**config.mk**
```make
export PLATFORM = sky130hd
export DESIGN_NAME = serial_to_pack
export DESIGN_NICKNAME = d
export VERILOG_FILES = /design/src/rtl/pack_pkg.sv /design/src/rtl/sync_match.sv /design/src/rtl/serial_to_pack.sv
export SDC_FILE = /design/constraint.sdc
export NUM_CORES = 1
export LEC_CHECK = 0
export ABC_AREA = 0
export CAP_MARGIN = 15
export CORE_MARGIN = 4
export CORE_UTILIZATION = 30
export DETAILED_ROUTE_END_ITERATION = 12
export GPL_TIMING_DRIVEN = 0
export PLACE_DENSITY = 0.54
export SETUP_SLACK_MARGIN = 0.3
export SYNTH_ARGS = -nofsm -noshare
export SYNTH_HDL_FRONTEND = slang
export SYNTH_SLANG_ARGS = --single-unit
```
**constraint.sdc**
```tcl
create_clock -name clk -period 3.7 [get_ports clk]
set_input_delay 0.555 -clock clk [delete_from_list [all_inputs] [get_ports clk]]
set_output_delay 0.555 -clock clk [all_outputs]
set_load 0.05 [all_outputs]
```
**src/rtl/pack_pkg.sv**
```systemverilog
// rtl/pack_pkg.sv - shared constants and state encoding for the serial frame packer/transmitter pair
package pack_pkg;

  localparam logic [31:0] SYNC_WORD   = 32'hFFFFFF7F;
  localparam int          FRAME_BYTES = 16;

  typedef enum logic [1:0] {
    HUNT        = 2'd0,
    RX_FRAME    = 2'd1,
    EXPECT_SYNC = 2'd2
  } packState_t;

  // Sync word byte in arrival order: index 0 is the first byte on the wire.
  function automatic logic [7:0] syncByte(input logic [1:0] idx);
    case (idx)
      2'd0:    syncByte = SYNC_WORD[31:24];
      2'd1:    syncByte = SYNC_WORD[23:16];
      2'd2:    syncByte = SYNC_WORD[15:8];
      default: syncByte = SYNC_WORD[7:0];
    endcase
  endfunction

endpackage

```
**src/rtl/sync_match.sv**
```systemverilog
// rtl/sync_match.sv - 4-byte receive history with sync word detection on the incoming byte
module sync_match
  import pack_pkg::*;
(
  input  logic       clk,
  input  logic       rst,
  input  logic [7:0] byteVal,
  input  logic       byteValid,
  output logic       syncHit
);

  logic [31:0] history;

  // Shift every accepted byte in; newest byte sits in the low byte.
  always_ff @(posedge clk) begin
    if (rst) begin
      history <= '0;
    end else if (byteValid) begin
      history <= {history[23:0], byteVal};
    end
  end

  // Look at the history as it will be after this byte lands, so the lock decision
  // is taken on the same edge that accepts the final sync byte.
  assign syncHit = byteValid && ({history[23:0], byteVal} == SYNC_WORD);

endmodule

```
**src/rtl/serial_to_pack.sv**
```systemverilog
// rtl/serial_to_pack.sv - byte stream to 16-byte frame packer with periodic sync; SERIAL_TO_PACK_STATS_EN enables counters
module serial_to_pack
  import pack_pkg::*;
#(
  parameter int SYNC_INTERVAL = 15
) (
  input  logic                     clk,
  input  logic                     rst,
  input  logic [7:0]               DataVal,
  input  logic                     DataReady,
  output logic                     DataNext,
  output logic [FRAME_BYTES*8-1:0] Frame,
  output logic                     FrameReady,
  input  logic                     FrameNext,
  output logic                     Locked,
  output logic                     SyncErr,
  output logic [7:0]               OverflowCount,
  output logic [7:0]               SyncErrCount
);

  localparam int              CW      = (SYNC_INTERVAL < 1) ? 1 : $clog2(SYNC_INTERVAL + 1);
  localparam logic [CW-1:0]   CD_INIT = CW'(SYNC_INTERVAL);

  packState_t                 state;
  logic [3:0]                 byteIdx;
  logic [CW-1:0]              countdown;
  logic [FRAME_BYTES*8-1:0]   assembly;
  logic                       frameDone;
  logic                       syncHit;
  logic                       syncMiss;

  sync_match uSyncMatch (
    .clk       (clk),
    .rst       (rst),
    .byteVal   (DataVal),
    .byteValid (DataReady),
    .syncHit   (syncHit)
  );

  assign syncMiss = DataReady && (state == EXPECT_SYNC) && (DataVal != syncByte(byteIdx[1:0]));

  // Receive state machine: hunt for sync, assemble frames, check the periodic sync word.
  always_ff @(posedge clk) begin
    if (rst) begin
      state     <= HUNT;
      byteIdx   <= '0;
      countdown <= '0;
      assembly  <= '0;
      frameDone <= 1'b0;
      Locked    <= 1'b0;
      SyncErr   <= 1'b0;
      DataNext  <= 1'b0;
    end else begin
      DataNext  <= 1'b1;
      SyncErr   <= 1'b0;
      frameDone <= 1'b0;
      if (DataReady) begin
        case (state)
          HUNT: begin
            if (syncHit) begin
              state     <= RX_FRAME;
              byteIdx   <= '0;
              countdown <= CD_INIT;
              Locked    <= 1'b1;
            end
          end
          RX_FRAME: begin
            assembly[{byteIdx, 3'b000} +: 8] <= DataVal;
            byteIdx <= byteIdx + 4'd1;
            if (byteIdx == 4'd15) begin
              frameDone <= 1'b1;
              if (countdown == '0) begin
                state <= EXPECT_SYNC;
              end else begin
                countdown <= countdown - 1'b1;
              end
            end
          end
          EXPECT_SYNC: begin
            if (syncMiss) begin
              SyncErr <= 1'b1;
              Locked  <= 1'b0;
              state   <= HUNT;
              byteIdx <= '0;
            end else if (byteIdx == 4'd3) begin
              state     <= RX_FRAME;
              byteIdx   <= '0;
              countdown <= CD_INIT;
            end else begin
              byteIdx <= byteIdx + 4'd1;
            end
          end
          default: state <= HUNT;
        endcase
      end
    end
  end

  // Output frame buffer: a finished frame is published one cycle after its last byte,
  // unless the consumer still holds the previous one.
  always_ff @(posedge clk) begin
    if (rst) begin
      Frame      <= '0;
      FrameReady <= 1'b0;
    end else if (frameDone && (!FrameReady || FrameNext)) begin
      Frame      <= assembly;
      FrameReady <= 1'b1;
    end else if (FrameReady && FrameNext) begin
      FrameReady <= 1'b0;
    end
  end

`ifdef SERIAL_TO_PACK_STATS_EN
  logic overflowEv;
  assign overflowEv = frameDone && FrameReady && !FrameNext;

  // Saturating statistics counters for dropped frames and sync failures.
  always_ff @(posedge clk) begin
    if (rst) begin
      OverflowCount <= '0;
      SyncErrCount  <= '0;
    end else begin
      if (overflowEv && (OverflowCount != 8'hFF)) begin
        OverflowCount <= OverflowCount + 8'd1;
      end
      if (syncMiss && (SyncErrCount != 8'hFF)) begin
        SyncErrCount <= SyncErrCount + 8'd1;
      end
    end
  end
`else
  assign OverflowCount = '0;
  assign SyncErrCount  = '0;
`endif

endmodule

```
**Word-level counts from Yosys, hierarchy flattened**

Cells that the tools add are included.

- Flip-flop bits (word level): 295
- Output and inout port bits: 148
- Logic and storage cells: 82
- Input port bits: 12

- Reductions and logical operators: 21
- Shift-type cells: 2
- Eq/ne operators: 16
- Add/subtract/negate cells: 3
- Bitwise logic cells: 3
- Mux-type cells: 26

Operators with widths:

| operator | count |
|---|---|
| $bwmux W128 | 1 |
| $shift A8 B9 Y128 const A | 1 |
| $shiftx A8 B9 Y128 | 1 |
| $eq A32 B32 Y1 const B | 1 |
| $mux W4 | 8 |
| $pmux W4 S3 | 2 |
| $ne A2 B2 Y1 const B | 6 |
| $mux W2 | 5 |
| $neg A7 Y9 | 1 |
| $reduce_or A3 Y1 | 3 |
| $mux W8 | 1 |
| $ne A8 B8 Y1 | 1 |
| $mux W1 | 7 |
| $reduce_and A7 Y1 | 1 |
| $pmux W2 S3 | 1 |
| $logic_and A1 B1 Y1 | 5 |
| $reduce_and A5 Y1 | 1 |
| $add A4 B1 Y4 const B | 1 |
| $eq A2 B1 Y1 const B | 2 |
| $eq A2 B2 Y1 const B | 2 |
| $eq A4 B2 Y1 const B | 1 |
| $eq A4 B4 Y1 const B | 1 |
| $logic_not A2 Y1 | 2 |
| $logic_not A4 Y1 | 1 |
| 12 further kinds | 15 |

**Logic depth before layout (Yosys ltp)**

- Depth in word-level cells: 7
- Gate-level depth with buffers: 10

**By module**

From an unflattened synthesis, not the netlist that was laid out.

- Cells, all modules: 1269
- Area, all modules: 11205.7 um2

By module, submodules not included:

| module | cells each | times used | area an instance (um2) |
|---|---|---|---|
| serial_to_pack | 1180 | 1 | 10287.4 |
| sync_match | 89 | 1 | 918.4 |

**Least setup slack after synthesis**

OpenSTA, ideal clock, no wires.

- Path type: flip-flop to flip-flop
- Start: register byteIdx[0]
- End: register assembly[89]
- Buffers on the path: 3
- Stages on the path, launching flop included: 11
- Setup slack: 1425 ps
- Arrival time: 2143 ps
- Cell sequence: dfxtp_1 > buf_2 > inv_1 > ha_1 > clkbuf_1 > or2_2 > o21ai_1 > a22oi_1 > clkbuf_1 > o31ai_1 > a21oi_1

- Cells in the longest elaborated chain, start to end: 3
- Elaborated cells on any way between the ends: 4
- Classes of those cells: add/sub: 1; shift: 2; mux: 1

RTL lines:

| item | line | text |
|---|---|---|
| start: declaration | serial_to_pack.sv:25 | `logic [3:0] byteIdx;` |
| start signal: assignment | serial_to_pack.sv:69 | `byteIdx <= byteIdx + 4'd1;` |
| start signal: assignment | serial_to_pack.sv:90 | `byteIdx <= byteIdx + 4'd1;` |
| $neg A7 Y9 (*) | serial_to_pack.sv:68 | `assembly[{byteIdx, 3'b000} +: 8] <= DataVal;` |
| $shiftx A8 B9 Y128 or $shift A8 B9 Y128 (tied branches) | serial_to_pack.sv:68 |  |
| $bwmux W128 (*) | serial_to_pack.sv:68 |  |
| end signal: indexed assignment | serial_to_pack.sv:68 |  |
| end: declaration | serial_to_pack.sv:27 | `logic [FRAME_BYTES*8-1:0] assembly;` |

Every way passes the cells marked *; elsewhere a longest branch is shown, timed or not.
A chain may end at the register's enable or synchronous reset.

**Final worst setup path**

- Start: register byteIdx[0]
- End: register assembly[73]

Same word-level chain as after synthesis.

==> flow_summary.yaml <==
clock_network:
  cts.sinks: 295
  ctsResizeCount: 0
  path_clk_slew_ns: 0.07
  cts_tree: "yes"
  cts_root_buffer: "clkbuf_16"
  h-tree-depth: 1
  ctsHoldBuffers: 0
  cts_setup_buffers: 0
  clk_latency_ns: 0.56
  clock_tree.buffer_depth: 3
  cts_made_buffers: 30
synthesis:
  synth.largest_area_cell: "dfxtp_1"
  synthArstFlopShare_pct: 0
  synth_common_cells: "dfxtp_1, nand2_1, a21oi_1"
  synthTopCellsByArea: "dfxtp_1, a21oi_1, nand2_1, mux2i_1, o31ai_1"
  synth_top_area_share_pct: 51.13
  yosysWarningCount: 0
  synth_edf_count: 0
  syn-cell-area_sq_um: 11550
  netlist_instances: 1338
  synth_seq_area_share_pct: 51.13
  synth.avg_cell_area_sq_um: 8.633
  synth_seq_cells: 295
  synth_flop_cell: "dfxtp_1"
  synthDistinctLibCells: 54
  yosysMostFrequentCell: "dfxtp_1"
global_routing:
  antenna_found_initial: 1
  grt_usage_pct: 17.19
  grt_pass1_wl_microns: 56480
  grt_pass1_vias: 9689
  grt_max_degree: 15
  overflow: 0
setup_path:
  path_delay_family: "compound AO/OA/AOI/OAI gates"
  critPathBufInv: 4
  start_kind: "register"
  r2r-start: "byteIdx[0]$_SDFFE_PP0P_"
  crit_start: "byteIdx[0]$_SDFFE_PP0P_"
  cpPeakStageDelay_ns: 0.39
  worst_ep_arrival_time_ns: 3.27
  critPathKind: "reg2reg"
  crit_fanout: 10
  cp_common_cell: "clkbuf_1"
  cp.required_ns: 4.12
  cp_slowest_cell: "dfxtp_1"
  cp_cell_sequence: "buf_2 > inv_1 > ha_1 > clkbuf_1 > or2_2 > o21ai_1 > a22oi_1 > clkbuf_1 > o31ai_1 > a21oi_1"
  end_kind: "register"
floorplanning:
  start_util_pct: 30.52
  die_area_sq_um: 41710
  io_pins: 160
  rows: 71
  die_w_microns: 204.2
  fp.dieH_microns: 204.2
  coreArea_sq_um: 37840
sta:
  relSlewSlack_pct: 29.25
  hold_violations: 0
  grt_setup_unrepaired: "no"
  finalSetupViolations: 0
  slew_violations: 0
  fin_worst_skew_ns: 0.01108
  fin_crit_ns: 2.847
  fmax_ghz: 0.3513
  tns_ns: 0
  finalCritPeriodShare_pct: 76.94
  max_slew.worst_pin.slew_ns: 1.061
routing:
  vias: 10054
  via_per_inst: 4.890
  avgRoutedWirePerCell_microns: 18.22
  drt-initial-drc-count: 793
  ant_nets: 0
  drc: 0
  drtPass1Iterations: 10
  drt-total-wl_microns: 37470
flow_run:
  maxCapViolCount: 0
min_path:
  holdCritPathClass: "in2reg"
  min_from: "rst"
layout:
  areaGrowthSynthToFinish_pct: 26.30
  n_antenna_cell: 0
  stdcell_count: 2056
  drive_gt1_share_pct: 5.696
  final_area_sq_um: 14590
  final_nets: 1548
placed_design:
  hpwl_microns: 27340
  place.gp.congestion: 0.8837
  numPlacedInstances: 2005
  place_area_sq_um: 13660
  io_buffers: 141
power_and_ir_drop:
  pwr-share-comb_pct: 3.4
  peakVddDrop_v: 0.0002597
  p_sw_share_pct: 22.52
  p_per_area_nw_per_um2: 430.7
  pwr-share-seq_pct: 50.8
  power.leakage_nw: 4.960
  p_int_w: 0.004869
  p_clk_share_pct: 45.8
  p_switching_w: 0.001415
status:
  status: "completed"
final timing paths:
kind | end | slack (ns) | cells after the start
worst min-delay path | DataNext$_DFF_P_ | 0.45 | 2
worst max-delay path | assembly[73]$_SDFFE_PP0P_ | 0.85 | 10
worst max register to register | assembly[73]$_SDFFE_PP0P_ | 0.85 | 10
worst min register to register | Frame[102]$_SDFFE_PP0P_ | 0.45 | 2
cell families (layout without fill, tap and decap cells):
group	after synthesis	in the layout	share of synthesized area, %
adder cells (fa/ha/maj)	9	9	0.9749
AND/OR/NAND/NOR	498	498	19.61
multiplexers	90	90	7.821
XOR/XNOR	1	1	0.07584
buffers and inverters	153	345	5.763
flip-flops	295	295	51.13
AO/OA/AOI/OAI	291	291	14.60
other	1	16	0.03246
registers in the layout, summed over array words and instances, names as in the netlist, 2 cells and up:
name                flops
state                   2
Frame                 128
byteIdx                 4
countdown               4
assembly              128
uSyncMatch.history     24
layout make-up:
type,count,area (sq um)
multi-input combinational,905,5036
clock buffer,42,877.1
clock inverter,8,42.54
timing repair buffer,142,1423
buffer,138,609.3
sequential,295,5906
fill,3925,23250
tap,511,639.4
inverter,15,56.30
power by group through the flow:
stage	clock [W]	sequential, W	combinational (W)
2_1_floorplan	0	0.00327	0.000132
3_3_place_gp	0	0.00327	0.000212
3_5_place_dp	0	0.00327	0.000213
4_1_cts	0.00294	0.00319	0.000213
5_1_grt	0.00305	0.00319	0.000226
6_report	0.00288	0.00320	0.000213
through the flow:
stage | total power, W | utilization, % | setup slack (ns) | hold WS (ns)
floorplan | 0.003401 | - | 1.425 | 0.4313
global placement | 0.003477 | 36.09 | 0.6897 | 0.4374
detailed placement | 0.003478 | 36.09 | 0.6633 | 0.4435
CTS | 0.006347 | 38.52 | 0.9115 | 0.4548
global route | 0.006476 | 38.55 | 0.5828 | 0.4687
finish | 0.006284 | 38.55 | 0.8531 | 0.4510
cell usage in the layout, fill, tap and decap left out, types with 13 or more instances in the layout:
cell type	instances
nand4_1	74
buf_2	13
clkbuf_1	107
inv_1	13
o31ai_1	65
buf_4	16
nand2_1	263
clkbuf_16	31
a21oi_1	201
nor2_1	97
mux2i_1	88
clkdlybuf4s50_1	141
conb_1	16
dfxtp_1	295
per-layer routing:
| layer | track usage [%] | share of wire, % |
|---|---|---|
| met3 | 3.253 | 6.4 |
| met5 | 0 | 0 |
| met4 | 6.102 | 3.6 |
| met1 | 22.71 | 44 |
| met2 | 28.22 | 46 |
worst register-to-register path, stage by stage, from the launching register on:
cell      delay [ns]
dfxtp_1         0.39
buf_2           0.22
inv_1           0.10
ha_1            0.20
clkbuf_1        0.21
or2_2           0.32
o21ai_1         0.26
a22oi_1         0.29
clkbuf_1        0.33
o31ai_1         0.28
a21oi_1         0.10
No activity file was read; power rests on OpenSTA's default activity.
